**src/rtl/io_pkg.sv**
```systemverilog
// Shared definitions for the UAZ peripheral I/O stages: selector codes,
// input-reader state encoding and the handshake timer helper.
package io_pkg;

    localparam logic [2:0] SEL_DIR  = 3'b101;
    localparam logic [2:0] SEL_DATO = 3'b110;
    localparam logic [2:0] SEL_IN   = 3'b111;

    localparam int TIMER_W = 16;

    typedef enum logic [1:0] {
        ST_IDLE    = 2'd0,
        ST_REQ     = 2'd1,
        ST_RELEASE = 2'd2,
        ST_WRITE   = 2'd3
    } in_state_e;

    // Saturating increment so a long-stuck phase never wraps back to zero.
    function automatic logic [TIMER_W-1:0] timer_sat_inc(input logic [TIMER_W-1:0] t);
        logic [TIMER_W-1:0] r;
        if (t == {TIMER_W{1'b1}}) begin
            r = t;
        end else begin
            r = t + 16'd1;
        end
        return r;
    endfunction

endpackage

```
**src/rtl/entradas_puerto_if.sv**
```systemverilog
// Control-unit / peripheral bus bundle for the input-port reader.
interface entradas_puerto_if;

    logic [2:0] SELEC;
    logic [7:0] RX_DATO;
    logic [2:0] RY;
    logic [7:0] EXT_DATO;
    logic       RD_ACK;
    logic [7:0] DIR_IN;
    logic       RD_REQ;
    logic [2:0] RY_SEL;
    logic [7:0] RY_DATO_IN;
    logic       RY_WE;
    logic       BUSY;
    logic       ERR;

    modport master (
        output SELEC, RX_DATO, RY, EXT_DATO, RD_ACK,
        input  DIR_IN, RD_REQ, RY_SEL, RY_DATO_IN, RY_WE, BUSY, ERR
    );

    modport slave (
        input  SELEC, RX_DATO, RY, EXT_DATO, RD_ACK,
        output DIR_IN, RD_REQ, RY_SEL, RY_DATO_IN, RY_WE, BUSY, ERR
    );

endinterface

```
**src/rtl/sync_ff.sv**
```systemverilog
// Multi-flop synchroniser for asynchronous peripheral inputs; all flops clear
// on synchronous reset.
module sync_ff #(
    parameter int STAGES = 2,
    parameter int WIDTH  = 1
) (
    input  logic             CLK,
    input  logic             RST,
    input  logic [WIDTH-1:0] d_i,
    output logic [WIDTH-1:0] q_o
);

    logic [STAGES-1:0][WIDTH-1:0] sync_q;

    // Shift chain: stage 0 takes the raw input, the last stage is the clean output.
    always_ff @(posedge CLK) begin
        if (RST) begin
            sync_q <= '0;
        end else begin
            sync_q <= {sync_q[STAGES-2:0], d_i};
        end
    end

    assign q_o = sync_q[STAGES-1];

endmodule

```
**src/rtl/entradas_puerto.sv**
```systemverilog
// Input-port reader: on a rising IN selector code runs a four-phase REQ/ACK
// read from the addressed peripheral and writes the byte to register RY.
module entradas_puerto
    import io_pkg::*;
#(
    parameter int TIMEOUT     = 255,
    parameter int SYNC_STAGES = 2
) (
    input  logic              CLK,
    input  logic              RST,
    entradas_puerto_if.slave  bus
);

    localparam logic [TIMER_W-1:0] TIMEOUT_M1 = TIMER_W'(TIMEOUT - 1);

    in_state_e          state_q, state_d;
    logic [TIMER_W-1:0] timer_q, timer_d;
    logic               sel_prev_q;
    logic [7:0]         dir_q, dir_d;
    logic [2:0]         ry_sel_q, ry_sel_d;
    logic [7:0]         dato_q, dato_d;
    logic               req_q, req_d;
    logic               we_q, we_d;
    logic               busy_q, busy_d;
    logic               err_q, err_d;
    logic               ack_s;
    logic               sel_in_s;
    logic               start_s;
    logic               timeout_s;

    sync_ff #(
        .STAGES (SYNC_STAGES),
        .WIDTH  (1)
    ) u_ack_sync (
        .CLK (CLK),
        .RST (RST),
        .d_i (bus.RD_ACK),
        .q_o (ack_s)
    );

    assign sel_in_s  = (bus.SELEC == SEL_IN);
    assign start_s   = sel_in_s & ~sel_prev_q;
    assign timeout_s = (timer_q >= TIMEOUT_M1);

    // Next-state and next-output logic; outputs are registered from the next state.
    always_comb begin
        state_d  = state_q;
        timer_d  = timer_q;
        dir_d    = dir_q;
        ry_sel_d = ry_sel_q;
        dato_d   = dato_q;
        err_d    = err_q;
        case (state_q)
            ST_IDLE: begin
                if (start_s) begin
                    dir_d    = bus.RX_DATO;
                    ry_sel_d = bus.RY;
                    err_d    = 1'b0;
                    timer_d  = 16'd0;
                    state_d  = ST_REQ;
                end else begin
                    state_d  = ST_IDLE;
                end
            end
            ST_REQ: begin
                if (ack_s) begin
                    dato_d  = bus.EXT_DATO;
                    timer_d = 16'd0;
                    state_d = ST_RELEASE;
                end else if (timeout_s) begin
                    dato_d  = 8'hFF;
                    err_d   = 1'b1;
                    timer_d = 16'd0;
                    state_d = ST_RELEASE;
                end else begin
                    timer_d = timer_sat_inc(timer_q);
                end
            end
            ST_RELEASE: begin
                if (!ack_s) begin
                    state_d = ST_WRITE;
                end else if (timeout_s) begin
                    // Peripheral never released ACK: keep the captured byte, flag it.
                    err_d   = 1'b1;
                    state_d = ST_WRITE;
                end else begin
                    timer_d = timer_sat_inc(timer_q);
                end
            end
            ST_WRITE: begin
                state_d = ST_IDLE;
            end
            default: begin
                state_d = ST_IDLE;
            end
        endcase
        req_d  = (state_d == ST_REQ);
        we_d   = (state_d == ST_WRITE);
        busy_d = (state_d != ST_IDLE);
    end

    // State, datapath and output registers; the edge detector tracks SELEC even while busy.
    always_ff @(posedge CLK) begin
        if (RST) begin
            state_q    <= ST_IDLE;
            timer_q    <= 16'd0;
            sel_prev_q <= 1'b0;
            dir_q      <= 8'd0;
            ry_sel_q   <= 3'd0;
            dato_q     <= 8'd0;
            req_q      <= 1'b0;
            we_q       <= 1'b0;
            busy_q     <= 1'b0;
            err_q      <= 1'b0;
        end else begin
            state_q    <= state_d;
            timer_q    <= timer_d;
            sel_prev_q <= sel_in_s;
            dir_q      <= dir_d;
            ry_sel_q   <= ry_sel_d;
            dato_q     <= dato_d;
            req_q      <= req_d;
            we_q       <= we_d;
            busy_q     <= busy_d;
            err_q      <= err_d;
        end
    end

    assign bus.DIR_IN     = dir_q;
    assign bus.RD_REQ     = req_q;
    assign bus.RY_SEL     = ry_sel_q;
    assign bus.RY_DATO_IN = dato_q;
    assign bus.RY_WE      = we_q;
    assign bus.BUSY       = busy_q;
    assign bus.ERR        = err_q;

endmodule

```
**src/flat_wrapper.sv**
```systemverilog
// flat-port wrapper written by rule: the top's interface ports become plain ports
module entradas_puerto_flat import io_pkg::*;
#(
    parameter int TIMEOUT     = 255,
    parameter int SYNC_STAGES = 2
)
  (CLK, RST, bus_SELEC, bus_RX_DATO, bus_RY, bus_EXT_DATO, bus_RD_ACK, bus_DIR_IN, bus_RD_REQ, bus_RY_SEL, bus_RY_DATO_IN, bus_RY_WE, bus_BUSY, bus_ERR);
  entradas_puerto_if bus_i ();
  input  logic CLK;
  input  logic RST;
  input wire logic [$bits(bus_i.SELEC)-1:0] bus_SELEC;
  input wire logic [$bits(bus_i.RX_DATO)-1:0] bus_RX_DATO;
  input wire logic [$bits(bus_i.RY)-1:0] bus_RY;
  input wire logic [$bits(bus_i.EXT_DATO)-1:0] bus_EXT_DATO;
  input wire logic [$bits(bus_i.RD_ACK)-1:0] bus_RD_ACK;
  output wire logic [$bits(bus_i.DIR_IN)-1:0] bus_DIR_IN;
  output wire logic [$bits(bus_i.RD_REQ)-1:0] bus_RD_REQ;
  output wire logic [$bits(bus_i.RY_SEL)-1:0] bus_RY_SEL;
  output wire logic [$bits(bus_i.RY_DATO_IN)-1:0] bus_RY_DATO_IN;
  output wire logic [$bits(bus_i.RY_WE)-1:0] bus_RY_WE;
  output wire logic [$bits(bus_i.BUSY)-1:0] bus_BUSY;
  output wire logic [$bits(bus_i.ERR)-1:0] bus_ERR;
  assign bus_i.SELEC = bus_SELEC;
  assign bus_i.RX_DATO = bus_RX_DATO;
  assign bus_i.RY = bus_RY;
  assign bus_i.EXT_DATO = bus_EXT_DATO;
  assign bus_i.RD_ACK = bus_RD_ACK;
  assign bus_DIR_IN = bus_i.DIR_IN;
  assign bus_RD_REQ = bus_i.RD_REQ;
  assign bus_RY_SEL = bus_i.RY_SEL;
  assign bus_RY_DATO_IN = bus_i.RY_DATO_IN;
  assign bus_RY_WE = bus_i.RY_WE;
  assign bus_BUSY = bus_i.BUSY;
  assign bus_ERR = bus_i.ERR;
  entradas_puerto #(.TIMEOUT(TIMEOUT), .SYNC_STAGES(SYNC_STAGES)) u_core (.CLK(CLK), .RST(RST), .bus(bus_i));
endmodule
```
**config.mk**
```make
export PLATFORM = sky130hd
export DESIGN_NAME = entradas_puerto_flat
export DESIGN_NICKNAME = d
export VERILOG_FILES = /design/src/rtl/io_pkg.sv /design/src/rtl/entradas_puerto_if.sv /design/src/rtl/sync_ff.sv /design/src/rtl/entradas_puerto.sv /design/src/flat_wrapper.sv
export SDC_FILE = /design/constraint.sdc
export NUM_CORES = 1
export LEC_CHECK = 0
export CAP_MARGIN = 15
export CELL_PAD_IN_SITES_DETAIL_PLACEMENT = 1
export CELL_PAD_IN_SITES_GLOBAL_PLACEMENT = 1
export CORE_ASPECT_RATIO = 0.7
export CORE_MARGIN = 2
export CORE_UTILIZATION = 39
export DETAILED_ROUTE_END_ITERATION = 12
export PLACE_DENSITY_LB_ADDON = 0.1
export REMOVE_ABC_BUFFERS = 1
export SLEW_MARGIN = 25
export SYNTH_ARGS = -nofsm -noshare
export SYNTH_HDL_FRONTEND = slang
export SYNTH_SLANG_ARGS = --single-unit
```
**constraint.sdc**
```tcl
create_clock -name CLK -period 3.7 [get_ports CLK]
set_input_delay 0.74 -clock CLK [delete_from_list [all_inputs] [get_ports CLK]]
set_output_delay 0.74 -clock CLK [all_outputs]
set_load 0.02 [all_outputs]
```
==> results_dict.tcl, run 1 <==
set metrics [dict create \
    place_worst_setup_slack_ps 936.4 \
    syn_inst 190 \
    synth-seq-cells 44 \
    dr.pass1.iters 4 \
    dp_hpwl_microns 3614 \
    path_delay_family "compound AO/OA/AOI/OAI gates" \
    slowest_delay_ps 480 \
    synthTopCellsByCount "dfxtp_1 (44), nor2_1 (29), mux2i_1 (11)" \
    hold_viol 0 \
    synth.distinct_cells 43 \
    vias 1555 \
    synth_top_area_share_pct 46.68 \
    drtIter0Drc 62 \
    critical_path.max_fanout 10 \
    post-route-util_pct 53.28 \
    synthTopCellsByArea "dfxtp_1 (47%), mux2i_1 (5.8%), nor2_1 (5.8%), ha_1 (5.3%), o221a_2 (4.8%)" \
    root_buffer "clkbuf_8" \
    critPathLaunchType "input pin" \
    clk_pin_slew_ps 80 \
    grt_pass1_vias 1679 \
    routed_via_density 5.218 \
    drive_gt1_share_pct 12.45 \
    critPathBufInv 1 \
    crit_chain "clkdlybuf4s50_1 > nand4b_1 > a211o_1 > a21oi_2 > nand4_1 > xor2_1 > nor2_1" \
    initial_utilization_pct 39.89 \
    yosys_most_used_dff "dfxtp_1" \
    gr-total-overflow 0 \
    synth_edf_count 0 \
    grt_pass1_wl_microns 8121 \
    r2r_end "u_core.timer_q[5]" \
    cp_slowest_cell "clkdlybuf4s50_1" \
    final_antenna_net_count 0 \
    dieArea_sq_um 5419 \
    dpl_cell_area_sq_um 2409 \
    post_cts_buffers 0 \
    setup_slack_ps 1280 \
    worstHoldEndpoint "u_core.u_ack_sync.q_o" \
    wl_met2_microns 2132 \
    grt_use_total_pct 18.77 \
    rows 21 \
    cts_tree "done" \
    top_layer "met4" \
    syn_to_final_growth_pct 33.55 \
    holdPathStages 1 \
    ir_drop_uv 178.8 \
    period_share_pct 65.42 \
    wl_met3_microns 188 \
    rrSetupSlack_ps 1410 \
    htree_levels 2 \
    path_class "input pin to flip-flop" \
    p_leak_nw 1.018 \
    worst_pin_slew_ps 646.1 \
    hp-start "u_core.u_ack_sync.sync_q[0]" \
    min_path_type "flip-flop to flip-flop" \
    reg2reg_from "u_core.state_q[0]" \
    yosysWarnings 0 \
    drcViolationCount 0 \
    drt-met1-wl_microns 2355 \
    cts_resized 0 \
    antenna_found_initial 0 \
    setup_viol 0 \
    tns_ps 0 \
    die_h_microns 62.20 \
    fin_crit_ps 2420 \
    whs_ps 449.6 \
    die_x_microns 87.14 \
    clk_latency_ps 290 \
    slew_violations 0 \
    powerDensity_nw_per_um2 379.2 \
    relSlewSlack_pct 56.82 \
    clk_path_buf_depth 2 \
    cp_data_required_time_ps 3890 \
    nets 273 \
    synth.avg_cell_area_sq_um 9.931 \
    cts_buffers 5 \
    n_fill_cell 517 \
    diodes 0 \
    yosys.cell_count.top_type "dfxtp_1" \
    syn_area_sq_um 1887 \
    worstPathArrival_ps 2610 \
    core-area_sq_um 4730 \
    grt_max_degree 20 \
    synth_top_area_cell "dfxtp_1" \
    holdBufCountCts 0 \
    routed_wl_microns 4709 \
    io_pins 48 \
    rr_worst_depth 8 \
    critPathCaptureType "flip-flop" \
    rsz0062_at_grt "false" \
    synthArstFlopShare_pct 0 \
    postLayoutCellArea_sq_um 2520 \
    timing.fmax_mhz 413.1 \
    drv_cap 0 \
    avgRoutedWirePerCell_microns 15.80 \
    status "completed" \
    place.gp.congestion 0.7791 \
    io_buffers 47 \
    skew_ps 4.936 \
    yosysSeqAreaShare_pct 46.68 \
    cts.sinks 44 \
]
-- how the worst max path moves through the flow --
| stage | start | to | slack, ps | cells after the start |
|---|---|---|---|---|
| 6_report | bus_SELEC[1] | u_core.timer_q[5] | 1280 | 7 |
| 5_1_grt | bus_SELEC[2] | u_core.bus.ERR | 1050 | 7 |
| 2_1_floorplan | bus_SELEC[0] | u_core.timer_q[7] | 1530 | 4 |
| 3_5_place_dp | bus_SELEC[1] | u_core.bus.ERR | 940 | 7 |
| 3_3_place_gp | bus_SELEC[0] | u_core.timer_q[9] | 1070 | 7 |
| 4_1_cts | bus_SELEC[1] | u_core.bus.ERR | 1230 | 7 |
-- worst reg2reg max path: stages (launching register included) --
cell and delay (ps):
dfxtp_1 380, inv_1 140, ha_1 290, nor2b_1 170
a211o_1 350, a21oi_2 400, nand4_1 210, xor2_1 200
nor2_1 60
-- routing by layer --
layer / global-route usage (%) / vias up
met4: 4.808 / 0
met1: 24.69 / 756
met5: 0 / -
li1: - / 765
met3: 4.920 / 4
met2: 30.53 / 30
-- where the power goes --
part	internal, mW	total (mW)	switching, mW
clock network	0.200	0.362	0.162
logic	0.0542	0.104	0.0497
registers	0.483	0.490	0.00685
total	0.737	0.956	0.219
-- cell families (layout without fill, tap and decap cells) --
| family | after synthesis | in the layout | share of synthesized area, % |
|---|---|---|---|
| buf+inv | 14 | 65 | 3.646 |
| xor+xnor | 7 | 7 | 3.249 |
| simple gates | 76 | 76 | 20.82 |
| fa+ha+maj | 8 | 8 | 5.305 |
| mux | 11 | 11 | 5.836 |
| flops | 44 | 44 | 46.68 |
| compound gates | 30 | 30 | 14.46 |
-- through the flow --
stage	power (mW)	instances
final	0.9556	298
after global placement	0.6003	290
after global routing	0.9958	298
after detailed placement	0.6052	290
after floorplan	0.5484	183
after CTS	0.9681	298
-- cells in the final DEF, fill, tap and decap left out, types with 2 or more instances in the layout --
master,n
clkdlybuf4s50_1,47
dfxtp_1,44
nor2_1,29
mux2i_1,11
nand2_1,9
o221a_2,8
ha_1,8
nand3_1,7
inv_1,6
a21oi_1,6
nor2b_1,5
and2_1,5
and3_1,5
xor2_1,5
clkbuf_8,5
nand4_1,4
o21ai_0,3
buf_4,3
nor3_1,2
nor4_2,2
and3_2,2
xnor2_1,2
-- sequential cells by signal, summed over array words and instances (netlist names) --
name and flops:
u_core.timer_q 16, u_core.bus.DIR_IN 8, u_core.bus.RY_DATO_IN 8, u_core.bus.RY_SEL 3, u_core.state_q 2, u_core.bus.BUSY 1
u_core.bus.ERR 1, u_core.bus.RD_REQ 1, u_core.bus.RY_WE 1, u_core.sel_prev_q 1, u_core.u_ack_sync.q_o 1, u_core.u_ack_sync.sync_q 1
-- area by class of cell --
type / instances / area [sq um] / share of cell area [%]
Clock buffer: 5 / 68.82 / 2.731
Tap cell: 57 / 71.32 / 2.830
Clock inverter: 3 / 42.54 / 1.688
Sequential cell: 44 / 880.8 / 34.96
Multi-Input combinational cell: 132 / 937.1 / 37.19
Timing Repair Buffer: 50 / 493.0 / 19.56
Inverter: 7 / 26.28 / 1.043
Note: power is estimated with default switching activity, not from simulation.
==> run 2: changes to the inputs <==
CORE_UTILIZATION = 36   (was 39)
clock period = 2.5 ns   (was 3.7 ns; I/O delays follow)
==> run 2 against run 1 <==
  * Clock skew increased by 4.7 ps
  * Total power rose by 41%
  * Critical endpoint is now u_core.timer_q[7]
  * Critical path depth is 2 higher
  * Sequential share of layout area decreased by 0.34 points
  * Non-clock buffer count is 2 higher
  * First-iteration DRC count shrank 52%
  * Setup slack got worse by 960 ps
==> results_dict.tcl, run 2 (same netlist as run 1, synthesis figures left out) <==
set metrics [dict create \
    ir_drop_uv 216.3 \
    tns_ps 0 \
    critPathBufInv 2 \
    drcViolationCount 0 \
    setup_viol 0 \
    drtIter0Drc 30 \
    grt_max_degree 20 \
    skew_ps 9.649 \
    path_class "flip-flop to flip-flop" \
    dieArea_sq_um 5846 \
    holdBufCountCts 0 \
    grt_pass1_vias 1595 \
    p_leak_nw 1.024 \
    cts.sinks 44 \
    status "completed" \
    worstPathArrival_ps 2380 \
    place.gp.congestion 0.7807 \
    layout_commonest_cell "clkdlybuf4s50_1" \
    relSlewSlack_pct 65.50 \
    grt_pass1_wl_microns 7983 \
    n_fill_cell 587 \
    drv_cap 0 \
    final_cell_mix "clkdlybuf4s50_1 (47), dfxtp_1 (44), nor2_1 (29)" \
    routed_wl_microns 4661 \
    dpl_cell_area_sq_um 2455 \
    worst_pin_slew_ps 512.1 \
    diodes 0 \
    io_pins 48 \
    timing.fmax_mhz 457.8 \
    gr-total-overflow 0 \
    cts_buffers 5 \
    critPathCaptureType "flip-flop" \
    critPathLaunchType "flip-flop" \
    multi_input_area_sq_um 937.1 \
    dr.pass1.iters 4 \
    fin_crit_ps 2184 \
    die_x_microns 90.53 \
    nets 275 \
    crit_chain "inv_1 > ha_1 > nor2b_1 > a211o_1 > nor2_1 > o31ai_4 > o311ai_2 > buf_12 > o21ba_2" \
    cp_data_required_time_ps 2690 \
    root_buffer "clkbuf_8" \
    drive_gt1_share_pct 12.35 \
    path_delay_family "compound AO/OA/AOI/OAI gates" \
    htree_levels 2 \
    internal_power_mw 1.027 \
    rsz0062_at_grt "false" \
    avgRoutedWirePerCell_microns 14.80 \
    grt_use_total_pct 16.96 \
    period_share_pct 87.38 \
    postLayoutCellArea_sq_um 2545 \
    clkPwrFrac_pct 34.0 \
    clk_path_buf_depth 2 \
    p_sw_share_pct 23.50 \
    clk_pin_slew_ps 80 \
    initial_utilization_pct 36.66 \
    die_h_microns 64.57 \
    antenna_found_initial 0 \
    syn_to_final_growth_pct 34.88 \
    final_antenna_net_count 0 \
    pwr-share-seq_pct 54.0 \
    routed_via_density 4.946 \
    min_path_type "flip-flop to flip-flop" \
    finalPower_mw 1.343 \
    post_cts_buffers 0 \
    largest_reg_flops 16 \
    slowest_delay_ps 380 \
    p_sw_mw 0.3157 \
    cts_tree "done" \
    cp_slowest_cell "dfxtp_1" \
    pwr-share-comb_pct 12.1 \
    dp_hpwl_microns 3550 \
    hold_viol 0 \
    rows 22 \
    vias 1558 \
    cts_resized 0 \
    clk_latency_ps 290 \
    whs_ps 433.0 \
    critical_path.max_fanout 12 \
    io_buffers 47 \
    core-area_sq_um 5147 \
    seqCellArea_sq_um 880.8 \
    slew_violations 0 \
    powerDensity_nw_per_um2 527.8 \
    top_register "u_core.timer_q" \
]
[run 2: stage by stage]
step | worst slack (ps) | utilization [%] | instances
after floorplan | 391.8 | - | 183
after global placement | 183.7 | 47.69 | 307
after detailed placement | 106.5 | 47.69 | 307
after CTS | 315.5 | 49.44 | 315
after global routing | 207.6 | 49.44 | 315
final | 315.5 | 49.44 | 315
[run 2: path summary, 6_finish.rpt]
check | from | endpoint | slack, ps | cells past startpoint
setup / recovery | u_core.state_q[0] | u_core.timer_q[7] | 320 | 9
hold / removal | u_core.u_ack_sync.sync_q[0] | u_core.u_ack_sync.q_o | 430 | 1
setup reg to reg | u_core.state_q[0] | u_core.timer_q[7] | 320 | 9
hold reg to reg | u_core.u_ack_sync.sync_q[0] | u_core.u_ack_sync.q_o | 430 | 1
[run 2: cell type report]
cell class / instances / share of cell area [%]
Clock buffer: 8 / 3.540
Inverter: 7 / 1.032
Multi-Input combinational cell: 132 / 36.82
Sequential cell: 44 / 34.61
Tap cell: 72 / 3.540
Timing Repair Buffer: 52 / 20.45
[run 2: metal layers]
layer / vias up / GRT usage [%] / routed length (microns)
met5: - / 0 / 0
met4: 0 / 3.462 / 0
met3: 0 / 4.767 / 198
met2: 30 / 27.05 / 2169
met1: 756 / 23.08 / 2294
li1: 772 / - / -
[run 2: power by group through the flow]
stage               Clock [mW]  Combinational [mW]  Sequential [mW]
floorplan                    0              0.0604            0.751
global placement             0               0.156            0.740
detailed placement           0               0.164            0.741
CTS                      0.474               0.165            0.725
global route             0.509               0.176            0.727
finish                   0.456               0.163            0.725
==> run 3: changes to the inputs <==
MAX_ROUTING_LAYER = met4   (was not set)
RECOVER_POWER = 100   (was not set)
SKIP_LAST_GASP = 1   (was not set)
==> run 3 against run 2 <==
  * Clock power about the same
  * Clock skew down 2.0 ps
  * Setup slack lost 76 ps
  * Maximum frequency down 3.4%
  * Largest power group unchanged
  * Sequential power barely moved
  * Highest routed layer unchanged
  * Critical path type unchanged
==> results_dict.tcl, run 3 (same netlist as run 1, synthesis figures left out) <==
set metrics [dict create \
    path_class "flip-flop to flip-flop" \
    place.gp.congestion 0.7915 \
    wl_met2_microns 2164 \
    critPathLaunch "u_core.state_q[0]" \
    pwr-share-comb_pct 11.6 \
    period_share_pct 90.43 \
    grt_use_total_pct 17.46 \
    final_cell_mix "dfxtp_1 (44), nor2_1 (29), dlygate4sd3_1 (24)" \
    p_sw_share_pct 23.44 \
    clk_pin_slew_ps 80 \
    layout_commonest_cell "dfxtp_1" \
    whs_ps 434.0 \
    cts.sinks 44 \
    holdBufCountCts 0 \
    io_buffers 47 \
    clkPwrFrac_pct 34.1 \
    pwr-share-seq_pct 54.3 \
    r2r_end "u_core.timer_q[7]" \
    worstHoldEndpoint "u_core.u_ack_sync.q_o" \
    holdPathStages 1 \
    cts_resized 0 \
    die_h_microns 64.57 \
    avgRoutedWirePerCell_microns 14.76 \
    core-area_sq_um 5147 \
    critPathCaptureType "flip-flop" \
    ir_drop_uv 216.7 \
    root_buffer "clkbuf_8" \
    initial_utilization_pct 36.66 \
    worst_pin_slew_ps 836.6 \
    cts_buffers 5 \
    grt_pass1_wl_microns 7990 \
    slowest_delay_ps 490 \
    top_register "u_core.timer_q" \
    largest_reg_flops 16 \
    dieArea_sq_um 5846 \
    n_fill_cell 592 \
    wl_met3_microns 201 \
    drive_gt1_share_pct 9.877 \
    min_path_type "flip-flop to flip-flop" \
    seqCellArea_sq_um 880.8 \
    setup_viol 0 \
    io_pins 48 \
    diodes 0 \
    routed_via_density 4.987 \
    clk_path_buf_depth 2 \
    hp-start "u_core.u_ack_sync.sync_q[0]" \
    drcViolationCount 0 \
    p_leak_nw 1.101 \
    skew_ps 7.599 \
    die_x_microns 90.53 \
    htree_levels 2 \
    cts_tree "done" \
    clk_latency_ps 290 \
    slew_violations 0 \
    p_sw_mw 0.3126 \
    cp_data_required_time_ps 2690 \
    dr.pass1.iters 4 \
    rows 22 \
    gr-total-overflow 0 \
    relSlewSlack_pct 44.23 \
    drv_cap 0 \
    post_cts_buffers 0 \
    internal_power_mw 1.021 \
    rrSetupSlack_ps 240 \
    top_layer "met3" \
    powerDensity_nw_per_um2 530.9 \
    grt_pass1_vias 1592 \
    crit_chain "inv_1 > ha_1 > nor2b_1 > a211o_1 > o311ai_1 > buf_12 > o21ba_2" \
    worstPathArrival_ps 2450 \
    routed_wl_microns 4649 \
    dp_hpwl_microns 3550 \
    tns_ps 0 \
    status "completed" \
    critPathLaunchType "flip-flop" \
    multi_input_area_sq_um 908.4 \
    rsz0062_at_grt "false" \
    rr_worst_depth 7 \
    fin_crit_ps 2261 \
    drtIter0Drc 33 \
    hold_viol 0 \
    reg2reg_from "u_core.state_q[0]" \
    drt-met1-wl_microns 2283 \
    cp_slowest_cell "o311ai_1" \
    vias 1571 \
    timing.fmax_mhz 442.3 \
    nets 275 \
    grt_max_degree 20 \
    syn_to_final_growth_pct 33.16 \
    antenna_found_initial 0 \
    critical_path.max_fanout 12 \
    final_antenna_net_count 0 \
]
run 3: stage by stage:
step | util (%) | instances | area [sq um] | power, mW | worst slack (ps)
after floorplan | - | 183 | 1844 | 0.8117 | 391.8
after global placement | 47.69 | 307 | 2455 | 0.8961 | 183.7
after detailed placement | 47.69 | 307 | 2455 | 0.9049 | 106.5
after CTS | 49.44 | 315 | 2545 | 1.364 | 315.5
after global routing | 48.81 | 315 | 2512 | 1.404 | 138.6
final | 48.81 | 315 | 2512 | 1.334 | 239.2
run 3: power groups by stage:
stage               combinational (mW)  sequential [mW]  clock (mW)
floorplan                       0.0604            0.751           0
global placement                 0.156            0.740           0
detailed placement               0.164            0.741           0
CTS                              0.165            0.725       0.474
global route                     0.168            0.727       0.509
finish                           0.154            0.724       0.455
run 3: how the worst max path moves through the flow:
stage | end
detailed placement | u_core.timer_q[7]
global route | u_core.timer_q[7]
floorplan | u_core.timer_q[7]
global placement | u_core.timer_q[7]
CTS | u_core.timer_q[7]
finish | u_core.timer_q[7]
run 3: cell type report:
| class | instances | area share (%) |
|---|---|---|
| tap | 72 | 3.586 |
| inverter | 7 | 1.046 |
| clock buffer | 8 | 3.586 |
| timing repair buffer | 52 | 20.57 |
| multi-input combinational | 132 | 36.16 |
| sequential | 44 | 35.06 |
run 3: metal layers:
| layer | vias up | track usage [%] |
|---|---|---|
| li1 | 774 | - |
| met1 | 767 | 23.15 |
| met2 | 30 | 27.05 |
| met3 | 0 | 4.767 |
| met4 | 0 | 3.462 |
| met5 | - | - |
run 3: critical path, delay by kind of cell (launching register included):
kind | cells | cell delay (ps)
AO/OA/AOI/OAI | 3 | 990
flip-flops | 1 | 380
buffers and inverters | 2 | 330
adder cells (fa/ha/maj) | 1 | 280
AND/OR/NAND/NOR | 1 | 170
